===== config.mk =====
export PLATFORM = sky130hd
export DESIGN_NAME = vec_mem_stage
export DESIGN_NICKNAME = d
export VERILOG_FILES = /design/src/rtl/vp_mem_pkg.sv /design/src/rtl/mem_lane_buf.sv /design/src/rtl/vec_mem_stage.sv
export SDC_FILE = /design/constraint.sdc
export NUM_CORES = 2
export LEC_CHECK = 0
export ABC_AREA = 0
export BUFFER_PORTS_ARGS = -buffer_cell sky130_fd_sc_hd__buf_2
export CORE_AREA = 2 2 524 526
export DETAILED_ROUTE_END_ITERATION = 10
export DIE_AREA = 0 0 526 528
export GPL_TIMING_DRIVEN = 0
export PLACE_DENSITY = 0.44
export SETUP_SLACK_MARGIN = 0.05
export SYNTH_ARGS = -nofsm -noshare
export SYNTH_HDL_FRONTEND = slang
export SYNTH_SLANG_ARGS = --single-unit

===== constraint.sdc =====
create_clock -name clk -period 2.1 [get_ports clk]
set_input_delay 0.21 -clock clk [delete_from_list [all_inputs] [get_ports clk]]
set_output_delay 0.21 -clock clk [all_outputs]
set_load 0.005 [all_outputs]

===== src/rtl/vp_mem_pkg.sv =====
// Shared constants, op decode and FSM state type for the vector memory stage.
package vp_mem_pkg;

  localparam int WORD_W        = 24;
  localparam int ADDR_W        = 21;
  localparam int WORDS_PER_VEC = 8;
  localparam int VEC_W         = 192;
  localparam int SCAL_W        = 21;

  localparam int MEM_SLD = 0;
  localparam int MEM_SST = 1;
  localparam int MEM_VLD = 2;
  localparam int MEM_VST = 3;

  typedef enum logic [1:0] {IDLE, BUSY, DONE} state_t;

  typedef struct packed {
    logic vec;
    logic store;
  } mem_op_t;

  // Resolves multiple set bits: vector store > vector load > scalar store > scalar load.
  function automatic mem_op_t decode_op(input logic [3:0] mem);
    mem_op_t op;
    op.vec   = mem[MEM_VST] | mem[MEM_VLD];
    op.store = mem[MEM_VST] | (~mem[MEM_VLD] & mem[MEM_SST]);
    return op;
  endfunction

endpackage


===== src/rtl/mem_lane_buf.sv =====
// Vector lane buffer: beat-indexed write for load assembly and beat-indexed
// read mux for store serialisation.
module mem_lane_buf #(
  parameter int WORD_W        = 24,
  parameter int WORDS_PER_VEC = 8,
  parameter int BEAT_W        = $clog2(WORDS_PER_VEC)
) (
  input  logic                            clk,
  input  logic                            rst_n,
  input  logic                            wr_en,
  input  logic [BEAT_W-1:0]               wr_beat,
  input  logic [WORD_W-1:0]               wr_data,
  input  logic [WORD_W*WORDS_PER_VEC-1:0] rd_vec,
  input  logic [BEAT_W-1:0]               rd_beat,
  output logic [WORD_W-1:0]               rd_data,
  output logic [WORD_W*WORDS_PER_VEC-1:0] buf_out
);

  logic [WORD_W-1:0] lane_reg [WORDS_PER_VEC];
  logic [WORD_W-1:0] rd_lanes [WORDS_PER_VEC];

  always_ff @(posedge clk or negedge rst_n) begin
    if (!rst_n) begin
      for (int i = 0; i < WORDS_PER_VEC; i++) lane_reg[i] <= '0;
    end else if (wr_en) begin
      lane_reg[wr_beat] <= wr_data;
    end
  end

  for (genvar gi = 0; gi < WORDS_PER_VEC; gi++) begin : g_lane
    assign buf_out[gi*WORD_W +: WORD_W] = lane_reg[gi];
    assign rd_lanes[gi]                 = rd_vec[gi*WORD_W +: WORD_W];
  end

  assign rd_data = rd_lanes[rd_beat];

endmodule


===== src/rtl/vec_mem_stage.sv =====
// Memory-access stage: scalar and 8-beat vector loads/stores over a 24-bit
// word port, stalling EX/MEM while busy; non-memory ops pass through.
module vec_mem_stage #(
  parameter int WORDS_PER_VEC = 8,
  parameter int WORD_W        = 24,
  parameter int ADDR_W        = 21
) (
  input  logic                          clk,
  input  logic                          rst_n,
  input  logic [3:0]                    mem,
  input  logic [1:0]                    wb,
  input  logic [ADDR_W-1:0]             r1e,
  input  logic [vp_mem_pkg::SCAL_W-1:0] r2e,
  input  logic [vp_mem_pkg::VEC_W-1:0]  r2v,
  input  logic [vp_mem_pkg::SCAL_W-1:0] resALUe,
  input  logic [vp_mem_pkg::VEC_W-1:0]  resALUve,
  input  logic [vp_mem_pkg::VEC_W-1:0]  resSum,
  input  logic [3:0]                    dest,
  output logic                          stall_o,
  output logic                          mem_req,
  output logic                          mem_we,
  output logic [ADDR_W-1:0]             mem_addr,
  output logic [WORD_W-1:0]             mem_wdata,
  input  logic [WORD_W-1:0]             mem_rdata,
  input  logic                          mem_ack,
  output logic [1:0]                    wb_out,
  output logic [3:0]                    dest_out,
  output logic [vp_mem_pkg::SCAL_W-1:0] resALUe_out,
  output logic [vp_mem_pkg::VEC_W-1:0]  resALUve_out,
  output logic [vp_mem_pkg::VEC_W-1:0]  resSum_out,
  output logic [vp_mem_pkg::SCAL_W-1:0] lde_out,
  output logic [vp_mem_pkg::VEC_W-1:0]  ldv_out
);
  import vp_mem_pkg::*;

  localparam int BEAT_W = $clog2(WORDS_PER_VEC);

  state_t               state_reg, state_next;
  logic [BEAT_W-1:0]    beat_reg;
  logic                 vec_reg, store_reg;
  logic [ADDR_W-1:0]    base_reg;
  logic [VEC_W-1:0]     st_data_reg;
  logic [1:0]           wb_hold_reg;
  logic [3:0]           dest_hold_reg;
  logic [SCAL_W-1:0]    resalue_hold_reg;
  logic [VEC_W-1:0]     resaluve_hold_reg, ressum_hold_reg;

  mem_op_t              op;
  logic                 busy, ack_beat, last_beat;
  logic [WORD_W-1:0]    beat_wdata;

  assign op        = decode_op(mem);
  assign busy      = (state_reg == BUSY);
  assign ack_beat  = busy & mem_ack;
  assign last_beat = vec_reg ? (beat_reg == BEAT_W'(WORDS_PER_VEC - 1)) : (beat_reg == '0);

  mem_lane_buf #(
    .WORD_W        (WORD_W),
    .WORDS_PER_VEC (WORDS_PER_VEC),
    .BEAT_W        (BEAT_W)
  ) u_lane_buf (
    .clk     (clk),
    .rst_n   (rst_n),
    .wr_en   (ack_beat & vec_reg & ~store_reg),
    .wr_beat (beat_reg),
    .wr_data (mem_rdata),
    .rd_vec  (st_data_reg),
    .rd_beat (beat_reg),
    .rd_data (beat_wdata),
    .buf_out (ldv_out)
  );

  always_comb begin
    state_next = state_reg;
    stall_o    = 1'b0;
    mem_req    = 1'b0;
    mem_we     = 1'b0;
    case (state_reg)
      IDLE: begin
        // Gated by rst_n so the stall is dropped during reset even with mem held.
        stall_o = rst_n & (|mem);
        if (|mem) state_next = BUSY;
      end
      BUSY: begin
        stall_o = 1'b1;
        mem_req = 1'b1;
        mem_we  = store_reg;
        if (ack_beat && last_beat) state_next = DONE;
      end
      DONE:    state_next = IDLE;
      default: state_next = IDLE;
    endcase
  end

  assign mem_addr  = busy ? (base_reg + ADDR_W'(beat_reg)) : '0;
  assign mem_wdata = (busy && store_reg) ? beat_wdata : '0;

  always_ff @(posedge clk or negedge rst_n) begin
    if (!rst_n) begin
      state_reg         <= IDLE;
      beat_reg          <= '0;
      vec_reg           <= 1'b0;
      store_reg         <= 1'b0;
      base_reg          <= '0;
      st_data_reg       <= '0;
      wb_hold_reg       <= '0;
      dest_hold_reg     <= '0;
      resalue_hold_reg  <= '0;
      resaluve_hold_reg <= '0;
      ressum_hold_reg   <= '0;
      wb_out            <= '0;
      dest_out          <= '0;
      resALUe_out       <= '0;
      resALUve_out      <= '0;
      resSum_out        <= '0;
      lde_out           <= '0;
    end else begin
      state_reg <= state_next;
      case (state_reg)
        IDLE: begin
          if (|mem) begin
            vec_reg           <= op.vec;
            store_reg         <= op.store;
            base_reg          <= r1e;
            // Scalar store data sits in lane 0 so one serialiser serves both widths.
            st_data_reg       <= op.vec ? r2v : VEC_W'(r2e);
            beat_reg          <= '0;
            wb_hold_reg       <= wb;
            dest_hold_reg     <= dest;
            resalue_hold_reg  <= resALUe;
            resaluve_hold_reg <= resALUve;
            ressum_hold_reg   <= resSum;
            wb_out            <= '0;
          end else begin
            wb_out       <= wb;
            dest_out     <= dest;
            resALUe_out  <= resALUe;
            resALUve_out <= resALUve;
            resSum_out   <= resSum;
          end
        end
        BUSY: begin
          if (ack_beat) begin
            beat_reg <= beat_reg + BEAT_W'(1);
            if (!vec_reg && !store_reg) lde_out <= mem_rdata[SCAL_W-1:0];
            if (last_beat) begin
              wb_out       <= wb_hold_reg;
              dest_out     <= dest_hold_reg;
              resALUe_out  <= resalue_hold_reg;
              resALUve_out <= resaluve_hold_reg;
              resSum_out   <= ressum_hold_reg;
            end
          end
        end
        DONE:    wb_out <= '0;
        default: ;
      endcase
    end
  end

endmodule


---- Word-level counts from Yosys, hierarchy flattened ----
Cells that the tools add are included.
word-level totals
  output and inout port bits .............. 672
  logic and storage cells ................. 103
  bits in registers ....................... 1255
  input bits .............................. 676
cells by class
  magnitude comparators ................... 2
  add/sub/neg operators ................... 2
  muxes and demuxes ....................... 39
  equal/unequal tests ..................... 8
  bitwise logic cells ..................... 10
  reductions and logical operators ........ 17
operators by type and width
  kind                                                      number
  two-way mux 192 bit                                       7
  case mux 192 bit (2 select lines)                         2
  bitwise mux 192 bit                                       1
  two-way mux 24 bit                                        4
  two-way mux 21 bit                                        4
  binary-select mux 24 bit (select 3 bit)                   1
  demux 24 bit (select 3 bit)                               1
  case mux 21 bit (2 select lines)                          1
  adder 21 x 3 -> 21 bit                                    1
  two-way mux 4 bit                                         3
  two-way mux 2 bit                                         5
  AND reduction 3 bit                                       3
  case mux 4 bit (2 select lines)                           1
  two-way mux 3 bit                                         2
  inequality test 2 x 1 -> 1 bit, second input constant     3
  case mux 2 bit (3 select lines)                           1
  case mux 3 bit (2 select lines)                           1
  bitwise AND 1 bit                                         5
  greater-or-equal comparator 4 bit, second input constant  1
  logical AND 1 bit                                         4
  < comparator 4 x 1 -> 1 bit, second input constant        1
  inequality test 2 bit, second input constant              2
  NOT 3 -> 4 bit                                            1
  case mux 2 bit (2 select lines)                           1
  other kinds (16)                                          22

---- Depth between registers and ports, before layout ----
  word-level depth ........................ 6
  gate-level depth with buffers ........... 10
  mapped depth without buffers ............ 6

---- Modules after synthesis ----
From an unflattened synthesis, not the netlist that was laid out.
unflattened totals
  cells, all modules ...................... 4345
  area, all modules ....................... 54005.5 µm²
by module, submodules not included
  module         area each (µm²)  cells each  times used  sequential area each (µm²)
  vec_mem_stage  45388.5          3845        1           26600.5
  mem_lane_buf   8617.0           500         1           4804.6

---- Least setup slack after synthesis ----
No wires, ideal clock.
  path type ............................... reg2reg
  start point ............................. reg state_reg[1]
  end point ............................... reg resALUve_out[113] (netlist bit)
  path slack .............................. -0.265 ns
  cell stages (with the launch flop) ...... 9
  data required time ...................... 1.975 ns
  data arrival time ....................... 2.240 ns
  library setup time ...................... 0.125 ns
  clock period less this slack ............ 2.365 ns
  path buffers ............................ 4
  path through ............................ dfrtp_1 inv_1 ha_1 buf_2 buf_2 buf_1 buf_1 mux2_2 mux2_4
on the way
  cells in the longest elaborated chain, start to end .. 4
  elaborated cells on any way between the ends .. 9
  classes of those cells .................. eq/ne (4); mux (1); bitwise (1); reduce/logical (3)
ends and longest elaborated chain
  item                                             RTL line                                   RTL
  start, declared                                  vec_mem_stage.sv:38                        state_t state_reg, state_next;
  start signal, assigned                           vec_mem_stage.sv:118                       state_reg <= state_next;
  == test 2 x 1 -> 1 bit                           vec_mem_stage.sv:53, vec_mem_stage.sv:119
  bitwise AND 1 bit                                vec_mem_stage.sv:54                        assign ack_beat = busy & mem_ack;
  inequality test 2 x 1 -> 1 bit (no source line)  -
  AND reduction 4 bit (no source line)             -
  end signal, assigned                             vec_mem_stage.sv:138                       resALUve_out <= resALUve;
  end signal, assigned                             vec_mem_stage.sv:150                       resALUve_out <= resaluve_hold_reg;
  end, declared                                    vec_mem_stage.sv:29                        output logic [vp_mem_pkg::VEC_W-1:0] resALUve_out,
Parallel ways exist; a longest one is shown, timed or not.
A chain may end at the register's enable or synchronous reset.

---- Worst setup path in the final report ----
  start point ............................. reg beat_reg[0]
  end point ............................... out mem_addr[14]
on the way
  cells in the longest elaborated chain, start to end .. 2
ends and longest elaborated chain
  item                    RTL line              RTL
  start, declared         vec_mem_stage.sv:39   logic [BEAT_W-1:0] beat_reg;
  start signal, assigned  vec_mem_stage.sv:144  beat_reg <= beat_reg + BEAT_W'(1);
  adder 21 x 3 -> 21 bit  vec_mem_stage.sv:95   assign mem_addr = busy ? (base_reg + ADDR_W'(beat_reg)) : '0;
  two-way mux 21 bit      vec_mem_stage.sv:95
  end, declared           vec_mem_stage.sv:22   output logic [ADDR_W-1:0] mem_addr,
No other way between the ends.

==> qor.txt <==
Area inside the core boundary = 272000 um2
Critical path data required time = 1.89 ns
Pins over their slew limit = 0
Most frequent cells after synthesis = sky130_fd_sc_hd__nand2_1 (1332), sky130_fd_sc_hd__dfrtp_1 (1255), sky130_fd_sc_hd__mux2_2 (934), sky130_fd_sc_hd__a22o_1 (176), sky130_fd_sc_hd__clkbuf_1 (156)
Routed Antenna Nets = 0
Area share of the leading cell type in the synthesized netlist = 58.8%
Leakage power total = 38.7 nW
Worst path slowest cell = sky130_fd_sc_hd__or4_4
DRC violation count after routing = 0
Worst path setup slack after routing = -1.18 ns
Maximum VDD drop = 895 uV
Detailed Place HPWL = 190 mm
Starting density of the core = 19.6%
Last weighted congestion value of the routability-driven placer = 0.901
Headroom to the max-slew limit = 21.4%
Area of the mapped netlist = 53400 um2
Areal power density over the cells = 1550 nW/um2
Final Hold Slack = -0.684 ns
Initial detailed-routing violation count = 2736
Clock tree from TritonCTS = built
IO Pins = 1348
Global-route wire length before repair = 348 mm
Mean instance size in the synthesized netlist = 12.2 um2
Internal power summed over all cells = 77.4 mW
Router iterations before antenna repair = 6
Worst Tran Pin Value = 1.18 ns
Setup violators final = 1399
CP Data Arrival Time = 3.07 ns
Total power = 124 mW
Worst setup SP type = flip-flop
Share of synthesized area occupied by flip-flops and latches = 58.8%
Average vias per placed instance = 4.25
DIE WIDTH = 526 um
Classification of the worst-slack hold path = primary input to asynchronous set/reset pin
Sequential fraction of design power = 33.8%
Run status = finished with violations
Clock buffer count from CTS = 158
Cell chosen for the clock root = sky130_fd_sc_hd__clkbuf_16
Total number of placement rows = 192
Residual overflow from global routing = 0
Vias in the first global route = 45849
Number of antenna violations at the first check in global routing = 63
Layout net count = 7359
Die Height = 528 um
Most frequent cell on the critical path = sky130_fd_sc_hd__a21oi_4
Fill cell instance count of the final layout = 28203
RSZ-0062 raised after global routing = true
Biggest area consumer among synthesized cells = sky130_fd_sc_hd__dfrtp_1
Hold Violations, Final = 303
Number of H-tree branching levels = 4
Net switching fraction of the power = 37.8%
Routed wire per std cell = 24.0 um
Layout Skew = 0.0487 ns
Final critical-path share of the clock period = 156%
Clock Sinks = 1255
Wire length after detailed routing = 250 mm
Maximum achievable frequency = 305 MHz
CP peak stage delay = 0.46 ns
Insertion delay to the later sink of the worst-skew pair = 0.82 ns
Area added between synthesis and finish = 50.1%
Max-cap check violation count = 0
Failing checks = hold timing, setup timing
Via total after detailed routing = 44269
Most frequent cell after synthesis = sky130_fd_sc_hd__nand2_1
Ranking of synthesized cells by area = sky130_fd_sc_hd__dfrtp_1 (59%), sky130_fd_sc_hd__mux2_2 (20%), sky130_fd_sc_hd__nand2_1 (9.4%)
Type of element capturing the critical path = primary output
DIE AREA = 278000 um2
Synthesis warning total = 0
Multi-input gate area in the final layout = 21500 um2
CTS Buffer Depth = 4
CP cell instances = ha_4, fa_2, a21oi_4, or4_4, buf_12, or3_4, a21oi_4, buf_6
Min Clock Period, post-route = 3.28 ns
Syn Inst Count = 4374
Clock-pin slew on the worst setup and hold paths = 0.06 ns
Predominant post-synthesis flop cell = sky130_fd_sc_hd__dfrtp_1
Overall fraction of global-route tracks in use = 17.2%
P_sw = 47.0 mW
Part of the power in combinational logic = 44.1%
Total area of sequential cells = 31400 um2
Clock power share = 22.2%
Critical path peak fanout = 6
Layout cell share with drive strength beyond 1 = 44.6%
Syn nets = 5061
Count of different cell masters after synthesis = 48
Count of input and output buffers = 1346
Pin count of the biggest net entering global routing = 153
Post-synth EDFFs = 0
Share of flip-flops with an asynchronous set or reset after synthesis = 100%
Yosys reg bits = 1255
Startpoint-to-endpoint class of the critical path = flip-flop to primary output
## critical path: cells and delay by family, from the launching register on
kind	cells	cell delay, ns
flops	1	0.41
compound gates	2	0.33
fa+ha+maj	2	0.39
buf+inv	2	0.31
simple gates	2	0.80
## placed cells by master (no fill, tap or decap), types with 46 or more instances in the layout
cell type                       Yosys  routed
sky130_fd_sc_hd__clkbuf_1         156     138
sky130_fd_sc_hd__buf_2             96    1389
sky130_fd_sc_hd__nand2_1         1332    1327
sky130_fd_sc_hd__mux2_2           934     908
sky130_fd_sc_hd__dlygate4sd3_1      0     672
sky130_fd_sc_hd__dfrtp_1         1255    1247
sky130_fd_sc_hd__clkbuf_16          0     176
sky130_fd_sc_hd__buf_12             0      46
sky130_fd_sc_hd__mux2_4           100     126
sky130_fd_sc_hd__buf_4              0      82
sky130_fd_sc_hd__a22o_1           176     176
sky130_fd_sc_hd__a22oi_1           92      65
## metrics by stage
step / cell area [um2] / utilization (%) / cells / setup WS [ns] / TNS (ns)
after floorplan: 53700 / - / 4374 / 0.00155 / 0
after global placement: 64900 / 23.8 / 9309 / -31.06 / -
after detailed placement: 65200 / 23.9 / 9318 / -2.40 / -1903.43
after CTS: 78600 / 28.9 / 10324 / -1.45 / -949.24
after global routing: 80100 / 29.4 / 10402 / -1.33 / -927.66
final: 80100 / 29.4 / 10420 / -1.18 / -746.73
## layout make-up
class,instances,area share (%)
Inverter,12,0.111
Timing Repair Buffer,2139,18.8
Sequential cell,1255,39.2
Multi-Input combinational cell,2829,26.9
Clock inverter,40,0.639
Antenna cell,45,0.141
Buffer,277,2.76
Clock buffer,234,5.82
Tap cell,3589,5.61
## layer usage
metal  GRT usage [%]  vias to the layer above  part of all wire, %
li1                -                    19685                    -
met1            21.6                    22420                   42
met4            5.08                       28                  3.3
met5               0                        -                0.067
met2            28.3                     1744                   47
met3            5.28                      392                  8.3
## cells by family (layout without fill, tap and decap cells)
kind of cell             Yosys count  in the layout  synth area share (%)
AND/OR/NAND/NOR                 1397           1397                  10.1
adder cells (fa/ha/maj)           11             11                 0.272
buffers and inverters            290           2702                  2.42
flip-flops                      1255           1255                  58.8
XOR/XNOR                           8              8                 0.131
other                              0             45                     0
AO/OA/AOI/OAI                    357            357                  5.27
multiplexers                    1056           1056                  22.9
## what timing repair did
item                       in CTS  in global routing
hold endpoints to repair     1586                210
cloned                          6                  9
setup endpoints to repair    1431               1666
hold buffers                  672                  1
buffers inserted               55                 43
resized for setup             242                231
pin swaps                      23                 34
## worst paths after layout
kind	startpoint	end	slack [ns]	depth (start not counted)
worst max-delay path	beat_reg[0]	mem_addr[14]	-1.18	8
min in group clk	resSum[45]	ressum_hold_reg[45]	0.12	4
worst max register to register	beat_reg[0]	resALUve_out[88]	-0.95	14
max in group asynchronous	rst_n	resaluve_hold_reg[51]	-0.35	5
worst min register to register	resaluve_hold_reg[118]	resaluve_hold_reg[118]	0.47	2
worst min-delay path	rst_n	resaluve_hold_reg[165]	-0.68	1
## power by group through the flow
| stage | clock network, mW | logic, mW | registers (mW) |
|---|---|---|---|
| after floorplan | 0 | 28.6 | 40.5 |
| after global placement | 0 | 49.5 | 41.9 |
| after CTS | 28.3 | 53.9 | 41.7 |
| after detailed placement | 0 | 50.1 | 42.0 |
| final | 27.6 | 54.8 | 42.0 |
| after global routing | 29.3 | 59.3 | 43.2 |
Note: power is estimated with default switching activity, not from simulation.
